===== src/rtl/posit_encode.sv =====
// posit_encode: two-stage pipelined posit packer (inverse of the normalise stage).
//   S1 builds {regime, exponent, fraction}, left-aligns it and registers the
//   body plus guard/sticky and the special-case flags. S2 rounds, applies the
//   minpos floor, the special cases and two's-complement negation, and holds
//   the packed word in the output register.
// Optional feature macro: FRIC_ENC_RNE_EN (round-to-nearest-even). When it is
//   undefined the body is truncated and no guard/sticky state exists.
// Ports:
//   clk, rst            clock, asynchronous active-high reset
//   in_valid/in_ready   input handshake (in_ready has no path from in_valid)
//   in_sign, in_nar     result sign, force NaR
//   in_regime           signed regime k; most-negative value encodes zero
//   in_exponent         exponent, bits [EN-1:0] used
//   in_mantissa         fraction, MSB-aligned, hidden 1 removed
//   out_valid/out_ready output handshake
//   out_posit           packed posit, WIDTH+1 bits
module posit_encode #(
    parameter int WIDTH = 7,
    parameter int EN    = 1,
    parameter int W_REG = $clog2(WIDTH) + 1,
    parameter int W_EXP = $clog2(WIDTH) + 1,
    parameter int W_MAN = WIDTH
) (
    input  logic             clk,
    input  logic             rst,
    input  logic             in_valid,
    output logic             in_ready,
    input  logic             in_sign,
    input  logic             in_nar,
    input  logic [W_REG-1:0] in_regime,
    input  logic [W_EXP-1:0] in_exponent,
    input  logic [W_MAN-1:0] in_mantissa,
    output logic             out_valid,
    input  logic             out_ready,
    output logic [WIDTH:0]   out_posit
);

    localparam int B  = 2 * WIDTH + EN + 2;   // alignment buffer width
    localparam int RW = EN + W_MAN;           // exponent + fraction width

    localparam logic signed [W_REG-1:0] K_MAX  = W_REG'(WIDTH - 1);
    localparam logic signed [W_REG-1:0] K_MIN  = W_REG'(-WIDTH);
    localparam logic        [W_REG-1:0] K_ZERO = {1'b1, {(W_REG-1){1'b0}}};
    localparam logic        [WIDTH-1:0] MINPOS = {{(WIDTH-1){1'b0}}, 1'b1};

    // ------------------------------------------------------------------
    // Handshake
    // ------------------------------------------------------------------
    logic s1_valid_q, out_valid_q;
    logic s2_adv, s1_adv;

    assign s2_adv   = !out_valid_q | out_ready;
    assign s1_adv   = !s1_valid_q | s2_adv;
    assign in_ready = s1_adv;
    assign out_valid = out_valid_q;

    // ------------------------------------------------------------------
    // Stage 1: regime run-length build and alignment
    // ------------------------------------------------------------------
    logic signed [W_REG-1:0] k;
    logic        [W_REG:0]   kx, rlen, rlen_m1;
    logic                    k_neg;
    logic        [B-1:0]     head, tail, bufv;
    logic        [RW-1:0]    rem;
    logic                    zero_d, sat_max_d, sat_min_d, sat_d;
    logic        [WIDTH-1:0] body_d;
    logic                    guard_d, sticky_d;

    assign k      = $signed(in_regime);
    assign k_neg  = in_regime[W_REG-1];
    assign kx     = {in_regime[W_REG-1], in_regime};
    // k >= 0: k+2 bits; k < 0: -k+1 bits (computed as ~kx + 2)
    assign rlen    = k_neg ? (~kx + (W_REG+1)'(2)) : (kx + (W_REG+1)'(2));
    assign rlen_m1 = rlen - (W_REG+1)'(1);
    assign rem     = {in_exponent[EN-1:0], in_mantissa};

    assign zero_d    = (in_regime == K_ZERO);
    assign sat_max_d = (k >= K_MAX);
    assign sat_min_d = (k <= K_MIN) & !zero_d;
    assign sat_d     = sat_max_d | sat_min_d;

    always_comb begin
        // Positive regime: rlen-1 leading ones; the terminating zero is the gap
        // left by shifting the tail one bit further. Negative: a single one
        // after rlen-1 zeros.
        if (k_neg) head = {1'b1, {(B-1){1'b0}}} >> rlen_m1;
        else       head = ~({B{1'b1}} >> rlen_m1);
        tail = {rem, {(B-RW){1'b0}}} >> rlen;
        bufv = head | tail;

        body_d   = bufv[B-1 -: WIDTH];
        guard_d  = bufv[B-1-WIDTH];
        sticky_d = |bufv[B-2-WIDTH:0];
        if (sat_max_d) begin
            body_d   = {WIDTH{1'b1}};
            guard_d  = 1'b0;
            sticky_d = 1'b0;
        end else if (sat_min_d) begin
            body_d   = MINPOS;
            guard_d  = 1'b0;
            sticky_d = 1'b0;
        end
    end

    logic             s1_sign_q, s1_nar_q, s1_zero_q, s1_sat_q;
    logic [WIDTH-1:0] s1_body_q;
`ifdef FRIC_ENC_RNE_EN
    logic             s1_guard_q, s1_sticky_q;
`endif

    always_ff @(posedge clk or posedge rst) begin
        if (rst) begin
            s1_valid_q  <= 1'b0;
            s1_sign_q   <= 1'b0;
            s1_nar_q    <= 1'b0;
            s1_zero_q   <= 1'b0;
            s1_sat_q    <= 1'b0;
            s1_body_q   <= '0;
`ifdef FRIC_ENC_RNE_EN
            s1_guard_q  <= 1'b0;
            s1_sticky_q <= 1'b0;
`endif
        end else if (s1_adv) begin
            s1_valid_q <= in_valid;
            if (in_valid) begin
                s1_sign_q   <= in_sign;
                s1_nar_q    <= in_nar;
                s1_zero_q   <= zero_d;
                s1_sat_q    <= sat_d;
                s1_body_q   <= body_d;
`ifdef FRIC_ENC_RNE_EN
                s1_guard_q  <= guard_d;
                s1_sticky_q <= sticky_d;
`endif
            end
        end
    end

    // ------------------------------------------------------------------
    // Stage 2: round, minpos floor, specials, negation
    // ------------------------------------------------------------------
    logic             rnd_up;
    logic [WIDTH-1:0] body_r;
    logic [WIDTH:0]   word_d;

`ifdef FRIC_ENC_RNE_EN
    // No rounding past maxpos: an all-ones body would carry into the sign.
    assign rnd_up = s1_guard_q & (s1_sticky_q | s1_body_q[0]) & ~(&s1_body_q) & ~s1_sat_q;
`else
    logic unused_gs;
    assign unused_gs = guard_d ^ sticky_d ^ s1_sat_q;
    assign rnd_up    = 1'b0;
`endif

    always_comb begin
        body_r = s1_body_q + WIDTH'(rnd_up);
        if (body_r == '0) body_r = MINPOS;   // nonzero values never pack to zero
        word_d = {1'b0, body_r};
        if (s1_sign_q) word_d = ~word_d + (WIDTH+1)'(1);
        if (s1_nar_q)       word_d = {1'b1, {WIDTH{1'b0}}};
        else if (s1_zero_q) word_d = '0;
    end

    logic [WIDTH:0] out_posit_q;

    always_ff @(posedge clk or posedge rst) begin
        if (rst) begin
            out_valid_q <= 1'b0;
            out_posit_q <= '0;
        end else if (s2_adv) begin
            out_valid_q <= s1_valid_q;
            if (s1_valid_q) out_posit_q <= word_d;
        end
    end

    assign out_posit = out_posit_q;

    logic unused_exp_hi;
    assign unused_exp_hi = ^in_exponent[W_EXP-1:EN];

endmodule


===== config.mk =====
export PLATFORM = sky130hd
export DESIGN_NAME = posit_encode
export DESIGN_NICKNAME = d
export VERILOG_FILES = /design/src/rtl/posit_encode.sv
export SDC_FILE = /design/constraint.sdc
export NUM_CORES = 1
export LEC_CHECK = 0
export CAP_MARGIN = 20
export CORE_ASPECT_RATIO = 0.8
export CORE_MARGIN = 5
export CORE_UTILIZATION = 30
export DETAILED_ROUTE_END_ITERATION = 12
export PLACE_DENSITY = 0.61
export SLEW_MARGIN = 5
export SYNTH_ARGS = -nofsm -noshare
export SYNTH_HDL_FRONTEND = slang
export SYNTH_SLANG_ARGS = --single-unit

===== constraint.sdc =====
create_clock -name clk -period 1.7 [get_ports clk]
set_input_delay 0.51 -clock clk [delete_from_list [all_inputs] [get_ports clk]]
set_output_delay 0.51 -clock clk [all_outputs]
set_load 0.05 [all_outputs]

After elaboration in Yosys (flattened, before gate mapping):

Cells that the tools add are included.

* register bits after elaboration: 20
* bits of input ports: 21
* output and inout bits: 10
* word-level logic and storage cells: 38

* add/subtract/negate cells: 4
* order comparisons: 2
* equality and inequality tests: 1
* shift operators: 3
* multiplexer cells: 8
* bitwise operators: 7
* reduce and logical (&&, ||, !) cells: 6

Operators with widths (number)
* right shift 17 x 5 -> 17 bit (first input constant): 2
* 2-to-1 mux 8 bit: 3
* 2-to-1 mux 7 bit: 3
* 2-to-1 mux 17 bit: 1
* inverter 17 bit: 1
* bitwise OR 17 bit: 1
* right shift 17 x 5 -> 17 bit: 1
* adder 8 x 1 -> 8 bit (second input constant): 1
* inverter 7 -> 8 bit: 1
* zero test 7 bit: 1
* adder 4 x 3 -> 5 bit (second input constant): 1
* adder 5 x 2 -> 5 bit (second input constant): 1
* 2-to-1 mux 5 bit: 1
* inverter 5 bit: 1
* subtractor 5 x 1 -> 5 bit (second input constant): 1
* == test 4 bit (second input constant): 1
* >= comparator 4 bit (second input constant): 1
* less-or-equal comparator 4 bit (second input constant): 1
* AND reduction 2 bit: 2
* zero test 1 bit: 3
* bitwise OR 1 bit: 2
* bitwise AND 1 bit: 1

Longest topological paths before layout:

Gate-level depths: netlist (run 1).

* word-level depth: 10
* gate-level depth with buffers: 12
* mapped depth without buffers: 11

Least setup slack after synthesis (run 1):

Ideal clock, no wire load.

* kind: input to register
* start: input port in_regime[1]
* end: register s1_body_q[6]
* library setup time: 127 ps
* data arrival time: 2439 ps
* required time: 1573 ps
* setup slack: -867 ps
* cell stages on the path: 11
* buffers on the path: 2
* cell sequence: buf_2 > buf_1 > inv_1 > ha_1 > inv_1 > ha_1 > inv_1 > nand2_1 > a221oi_1 > xnor2_1 > a21oi_1

* longest elaborated chain between the ends: 10
* elaborated cells between the ends (all ways): 18
* classes of those cells: add/sub: 3; order compare: 2; eq/ne: 1; shift: 3; mux: 4; bitwise: 4; reduce/logical: 1

Ends and longest elaborated chain
* start: declaration: line 30 `input logic [W_REG-1:0] in_regime,`
* inverter 5 bit: line 73 `assign rlen = k_neg ? (~kx + (W_REG+1)'(2)) : (kx + (W_REG+1)'(2));`
* adder 5 x 2 -> 5 bit: line 73
* 2-to-1 mux 5 bit: line 73
* subtractor 5 x 1 -> 5 bit: line 74 `assign rlen_m1 = rlen - (W_REG+1)'(1);`
* right shift 17 x 5 -> 17 bit: line 87 `else head = ~({B{1'b1}} >> rlen_m1);`
* inverter 17 bit: line 87
* 2-to-1 mux 17 bit: line 86 `if (k_neg) head = {1'b1, {(B-1){1'b0}}} >> rlen_m1;`
* bitwise OR 17 bit: line 89 `bufv = head | tail;`
* 2-to-1 mux 7 bit: line 98 `end else if (sat_min_d) begin`
* 2-to-1 mux 7 bit *: line 94 `if (sat_max_d) begin`
* end signal: assignment: line 130 `s1_body_q <= body_d;`
* end: declaration: line 106 `logic [WIDTH-1:0] s1_body_q;`

Mark *: on every way between the ends. The rest lies on a longest branch, timed or not.
A chain may end at the register's enable or synchronous reset.

Worst setup path in the final report (run 1):

Same ends and word-level chain as after synthesis.

==> results of run 1 <==
flip-flops by register name (all words and copies together), names as in the netlist:
| name | flops |
|---|---|
| s1_valid_q | 1 |
| s1_nar_q | 1 |
| s1_zero_q | 1 |
| out_valid | 1 |
| out_posit | 8 |
| s1_body_q | 7 |
| s1_sign_q | 1 |
cells by family (layout without fill, tap and decap cells):
group,after synthesis,in the layout,share of synthesized area [%]
compound gates,61,61,22.6
xor+xnor,6,6,3.14
fa+ha+maj,14,14,9.16
buf+inv,25,115,6.28
flops,20,20,26.2
mux,18,18,11.3
simple gates,80,80,21.3
per-layer routing:
metal / up-vias / global-route usage (%) / share of wire (%)
li1: 996 / - / -
met1: 959 / 20.1 / 49
met2: 35 / 23.2 / 47
met3: 6 / 2.83 / 3.8
met4: 0 / 2.05 / 0.66
met5: - / 0 / 0
path summary, 6_finish.rpt:
check | end
max reg2reg | out_posit[4]
max in group asynchronous | s1_body_q[6]
min | s1_valid_q
min in group clk | out_valid
min reg2reg | out_valid
max | s1_body_q[6]
where the power goes:
part           internal [uW]  switching [uW]  leakage (uW)
clock network            314             161     0.0000357
logic                    709             659       0.00113
registers                578             117      0.000245
stage by stage:
stage | TNS, ns | instance area [um2] | power, uW | std cells
2_1_floorplan | -3.71 | 2030 | 1330 | 224
3_3_place_gp | -9.62 | 2810 | 1890 | 376
3_5_place_dp | -10.12 | 2810 | 1910 | 376
4_1_cts | -2.69 | 3050 | 2480 | 391
5_1_grt | -3.05 | 3160 | 2700 | 398
6_report | -2.29 | 3160 | 2540 | 398
repair_timing:
item	in CTS	in global routing
setup buffers	11	9
resized for setup	44	21
setup endpoints to repair	13	11
cloned	0	0
pin swaps	21	16
cell usage after synthesis (2+ instances only):
cell      number  area share (%)
nand2_1       29             5.7
dfrtp_1       20              26
o21ai_0       17             4.5
ha_1          14             9.2
nor2_1        13             2.6
inv_1         12             2.4
a21oi_1       10             2.6
mux2i_1        7             3.7
nand2b_1       7             2.3
mux2_2         6             3.5
nor3_1         6             1.6
nor2b_1        5             1.6
a31oi_1        4             1.3
clkbuf_1       4            0.79
nand4_1        4             1.3
a21o_1         3             1.2
buf_2          3            0.79
mux2_1         3             1.8
or3_1          3            0.98
xor2_1         3             1.4
a211o_1        2            0.92
a211oi_1       2            0.79
a221oi_1       2            0.92
a22oi_1        2            0.79
and3_1         2            0.65
and3b_1        2            0.92
buf_4          2            0.79
buf_6          2             1.2
mux4_2         2             2.4
nand3_1        2            0.52
o211ai_2       2             1.3
xnor2_1        2            0.92
worst max-delay path: stages:
cell,delay (ns)
buf_12,0.11
nor2b_4,0.13
nor2_4,0.11
inv_2,0.06
ha_4,0.15
nor2b_4,0.12
a211o_1,0.28
buf_4,0.14
buf_6,0.11
a221oi_4,0.21
xnor2_1,0.14
a21oi_1,0.08
area by class of cell:
type | count | area, um2
multi-input cells | 179 | 1480
fillers | 553 | 3120
clock buffers | 3 | 41.3
clock inverters | 1 | 30.0
flip-flops and latches | 20 | 502
repair buffers | 98 | 947
inverters | 13 | 53.8
well taps | 84 | 105
==> flow_metrics.tcl, run 1 <==
set metrics [dict create \
    critPathCaptureType "register" \
    synth_nets 259 \
    drt_pass1_iterations 4 \
    drive_gt1_share_pct 42.7 \
    synth_flop_cell "dfrtp_1" \
    drt-total-wl_um 5470 \
    layout_commonest_cell "buf_4" \
    synth_edf_count 0 \
    startpoint_type "input port" \
    postSynth.asyncResetShare_pct 100 \
    cp_max_fo 7 \
    setup_slack_ns -0.337 \
    max_freq_mhz 491 \
    hold_ws_ns 0.500 \
    yosys_warnings 0 \
    drv_cap 0 \
    leakagePower_uw 0.00141 \
    ant_nets 0 \
    hold_viol_final 0 \
    critical_path_arrival_ns 2.17 \
    cts_tree "built" \
    syn2layout_area_growth_pct 65.2 \
    die_h_um 81.4 \
    wl_per_cell_um 13.7 \
    cts_sinks 20 \
    grt_usage_pct 14.3 \
    antenna_cells 0 \
    vias_per_cell 5.02 \
    root_buffer "clkbuf_8" \
    floorplan.initialDensity_pct 30.5 \
    dp_hpwl_um 4210 \
    period_needed_ns 2.04 \
    maxSlewHeadroom_pct 78.2 \
    hold_path_class "input port to async pin" \
    overflow 0 \
    io_pins 31 \
    cts_made_buffers 3 \
    status "complete, but fails checks" \
    avgSynthCellArea_um2 8.53 \
    crit_type "input port to register" \
    num_rows 26 \
    clk_pin_slew_ns 0.08 \
    drt_iter0_drc 90 \
    synth_area_mm2 0.00191 \
    clk_latency_ns 0.26 \
    synth_seq_cells 20 \
    dp_worst_setup_slack_ns -1.25 \
    antenna_found_initial 0 \
    htree_levels 1 \
    violations "setup timing" \
    netlist_instances 224 \
    drv_slew 0 \
    finish.utilization_pct 50.3 \
    r2r_start "s1_body_q[5]" \
    grt_pass1_wl_um 9350 \
    fin_crit_sh_pct 120 \
    p_per_area_mw_per_mm2 804 \
    finClkSkew_ns 0.00320 \
    ir_worst_vdd_v 0.000421 \
    ys_seq_area_share_pct 26.2 \
    fp.dieW_um 99.3 \
    gp_congestion 0.890 \
    setup_viol 9 \
    synth_cell_types 59 \
    num_vias 1996 \
    crit_path_start "in_regime[1]" \
    core_area_mm2 0.00628 \
    dieArea_mm2 0.00808 \
    ff2ff_path_depth 8 \
    grt_pass1_vias 1963 \
    rsz0062_at_grt "yes" \
    nets 350 \
    ctsHoldBuffers 0 \
    final_cell_mix "65 x buf_4, 28 x nand2_1, 19 x dfrtp_1, 12 x nor2_1, 12 x buf_12" \
    required_ns 1.84 \
    reg2reg_setup_slack_ns -0.12 \
    worstMarginPinSlew_ns 0.323 \
    port-buffer-count 26 \
    ctsLongestPathBuffers 2 \
    grt_start_max_net_pins 18 \
    drc 0 \
]
No activity file was read; power rests on OpenSTA's default activity.
==> inputs of run 2 (changes only) <==
- CORE_UTILIZATION: 30 -> 40
- PLACE_DENSITY: 0.61 -> 0.74
==> flow_metrics.tcl, run 2 (synthesis results as in run 1) <==
set metrics [dict create \
    antenna_cells 0 \
    layout_commonest_cell "buf_4" \
    finClkSkew_ns 0.00727 \
    grt_pass1_vias 1958 \
    startpoint_type "input port" \
    antenna_found_initial 0 \
    crit_chain "buf_8 -> buf_6 -> nor2b_4 -> nor2_4 -> inv_2 -> ha_4 -> nor2b_4 -> a211o_1 -> a22oi_2 -> a32oi_1 -> o311ai_1" \
    nets 343 \
    hold_ws_ns 0.501 \
    reg2reg_setup_slack_ns -0.02 \
    crit_path_end "s1_body_q[3]" \
    overflow 0 \
    p_sw_uw 932 \
    ant_nets 0 \
    num_vias 2013 \
    gp_congestion 0.903 \
    r2r_end "out_posit[4]" \
    die_h_um 71.8 \
    root_buffer "clkbuf_8" \
    clk_latency_ns 0.26 \
    drive_gt1_share_pct 40.7 \
    fin_crit_sh_pct 128 \
    drc 0 \
    ff2ff_path_depth 8 \
    worstMarginPinSlew_ns 0.480 \
    cts_made_buffers 3 \
    combPwrFrac_pct 56.6 \
    ir_worst_vdd_v 0.000702 \
    instances_no_fill 367 \
    hold_path_class "register to register" \
    drv_slew 0 \
    port-buffer-count 26 \
    crit_type "input port to register" \
    n_fill_cell 338 \
    grt_usage_pct 17.8 \
    seqPwrFrac_pct 29.8 \
    setup_slack_ns -0.473 \
    cp_slowest_cell "o311ai_1" \
    dp_worst_setup_slack_ns -1.14 \
    io_pins 31 \
    core_area_mm2 0.00460 \
    clk_pin_slew_ns 0.07 \
    violations "setup timing" \
    cts_tree "built" \
    hold_viol_final 0 \
    rsz0062_at_grt "yes" \
    max_freq_mhz 460 \
    final_cell_mix "55 x buf_4, 29 x nand2_1, 19 x dfrtp_1, 12 x nor2_1" \
    required_ns 1.84 \
    floorplan.initialDensity_pct 41.6 \
    setup_viol 9 \
    leakagePower_uw 0.00136 \
    drv_cap 0 \
    critical_path_arrival_ns 2.32 \
    wl_per_cell_um 15.6 \
    drt_iter0_drc 165 \
    cpPeakStageDelay_ns 0.32 \
    ctsHoldBuffers 0 \
    cts_sinks 20 \
    grt_pass1_wl_um 9080 \
    period_needed_ns 2.17 \
    grt_start_max_net_pins 22 \
    crit_top_cell "nor2b_4" \
    dieArea_mm2 0.00627 \
    dp_hpwl_um 4160 \
    num_rows 22 \
    p_per_area_mw_per_mm2 779 \
    critPathCaptureType "register" \
    htree_levels 1 \
    drt-total-wl_um 5720 \
    switching_share_pct 39.8 \
    drt_pass1_iterations 4 \
    syn2layout_area_growth_pct 57.1 \
    largest_reg_flops 8 \
    cp_max_fo 6 \
    p_int_uw 1410 \
    fp.dieW_um 87.3 \
    maxSlewHeadroom_pct 68.0 \
    vias_per_cell 5.49 \
    ctsLongestPathBuffers 2 \
    crit_path_start "in_regime[3]" \
    placed_cells 351 \
    status "complete, but fails checks" \
    r2r_start "s1_body_q[4]" \
    pwr-share-clk_pct 13.6 \
]
run 2: final cells by class:
| cell class | count | area [um2] | area share, % |
|---|---|---|---|
| Clock buffer | 4 | 45.0 | 1.50 |
| Inverter | 13 | 51.3 | 1.71 |
| Multi-Input combinational cell | 179 | 1460 | 48.6 |
| Sequential cell | 20 | 502 | 16.7 |
| Tap cell | 60 | 75.1 | 2.50 |
| Timing Repair Buffer | 91 | 871 | 29.0 |
run 2: how the worst min path moves through the flow:
stage | end | start | depth (start not counted) | slack, ns
5_1_grt | out_valid | s1_valid_q | 1 | 0.54
3_5_place_dp | out_valid | s1_valid_q | 1 | 0.48
4_1_cts | out_valid | s1_valid_q | 1 | 0.50
2_1_floorplan | out_valid | s1_valid_q | 1 | 0.46
6_report | out_valid | s1_valid_q | 1 | 0.50
3_3_place_gp | s1_nar_q | s1_nar_q | 2 | 0.48
run 2: power groups by stage:
| stage | logic (uW) | registers, uW | clock network (uW) |
|---|---|---|---|
| floorplan | 482 | 851 | 0 |
| global placement | 1190 | 691 | 0 |
| detailed placement | 1210 | 695 | 0 |
| CTS | 1270 | 693 | 327 |
| global route | 1410 | 708 | 345 |
| finish | 1320 | 697 | 318 |
run 2: what timing repair did:
action,4_1_cts,5_1_grt
gates resized for setup,40,17
hold endpoints to repair,0,0
buffers inserted,5,6
pin swaps,20,19
gates cloned,1,0
setup endpoints to repair,12,12
run 2: per-stage QoR:
step	cell area [um2]	TNS, ns	total power, uW	utilization [%]
6_report	3000	-2.89	2340	65.3
5_1_grt	3000	-3.51	2460	65.3
4_1_cts	2900	-3.03	2290	63.1
3_5_place_dp	2760	-9.61	1900	60.0
3_3_place_gp	2760	-9.46	1880	60.0
2_1_floorplan	2030	-3.71	1330	-
run 2: per-layer routing:
layer | share of wire [%] | up-vias | track usage (%) | wire (um)
li1 | - | 988 | - | -
met1 | 45 | 974 | 25.1 | 2580
met2 | 49 | 49 | 28.9 | 2810
met3 | 5.3 | 2 | 2.87 | 305
met4 | 0.40 | 0 | 3.24 | 23
met5 | 0 | - | 0 | 0
run 2: worst max-delay path, delay by kind of cell:
family | cells | cell delay [ns]
buffers and inverters | 3 | 0.28
adder cells (fa/ha/maj) | 1 | 0.16
AO/OA/AOI/OAI | 4 | 1.01
AND/OR/NAND/NOR | 3 | 0.34
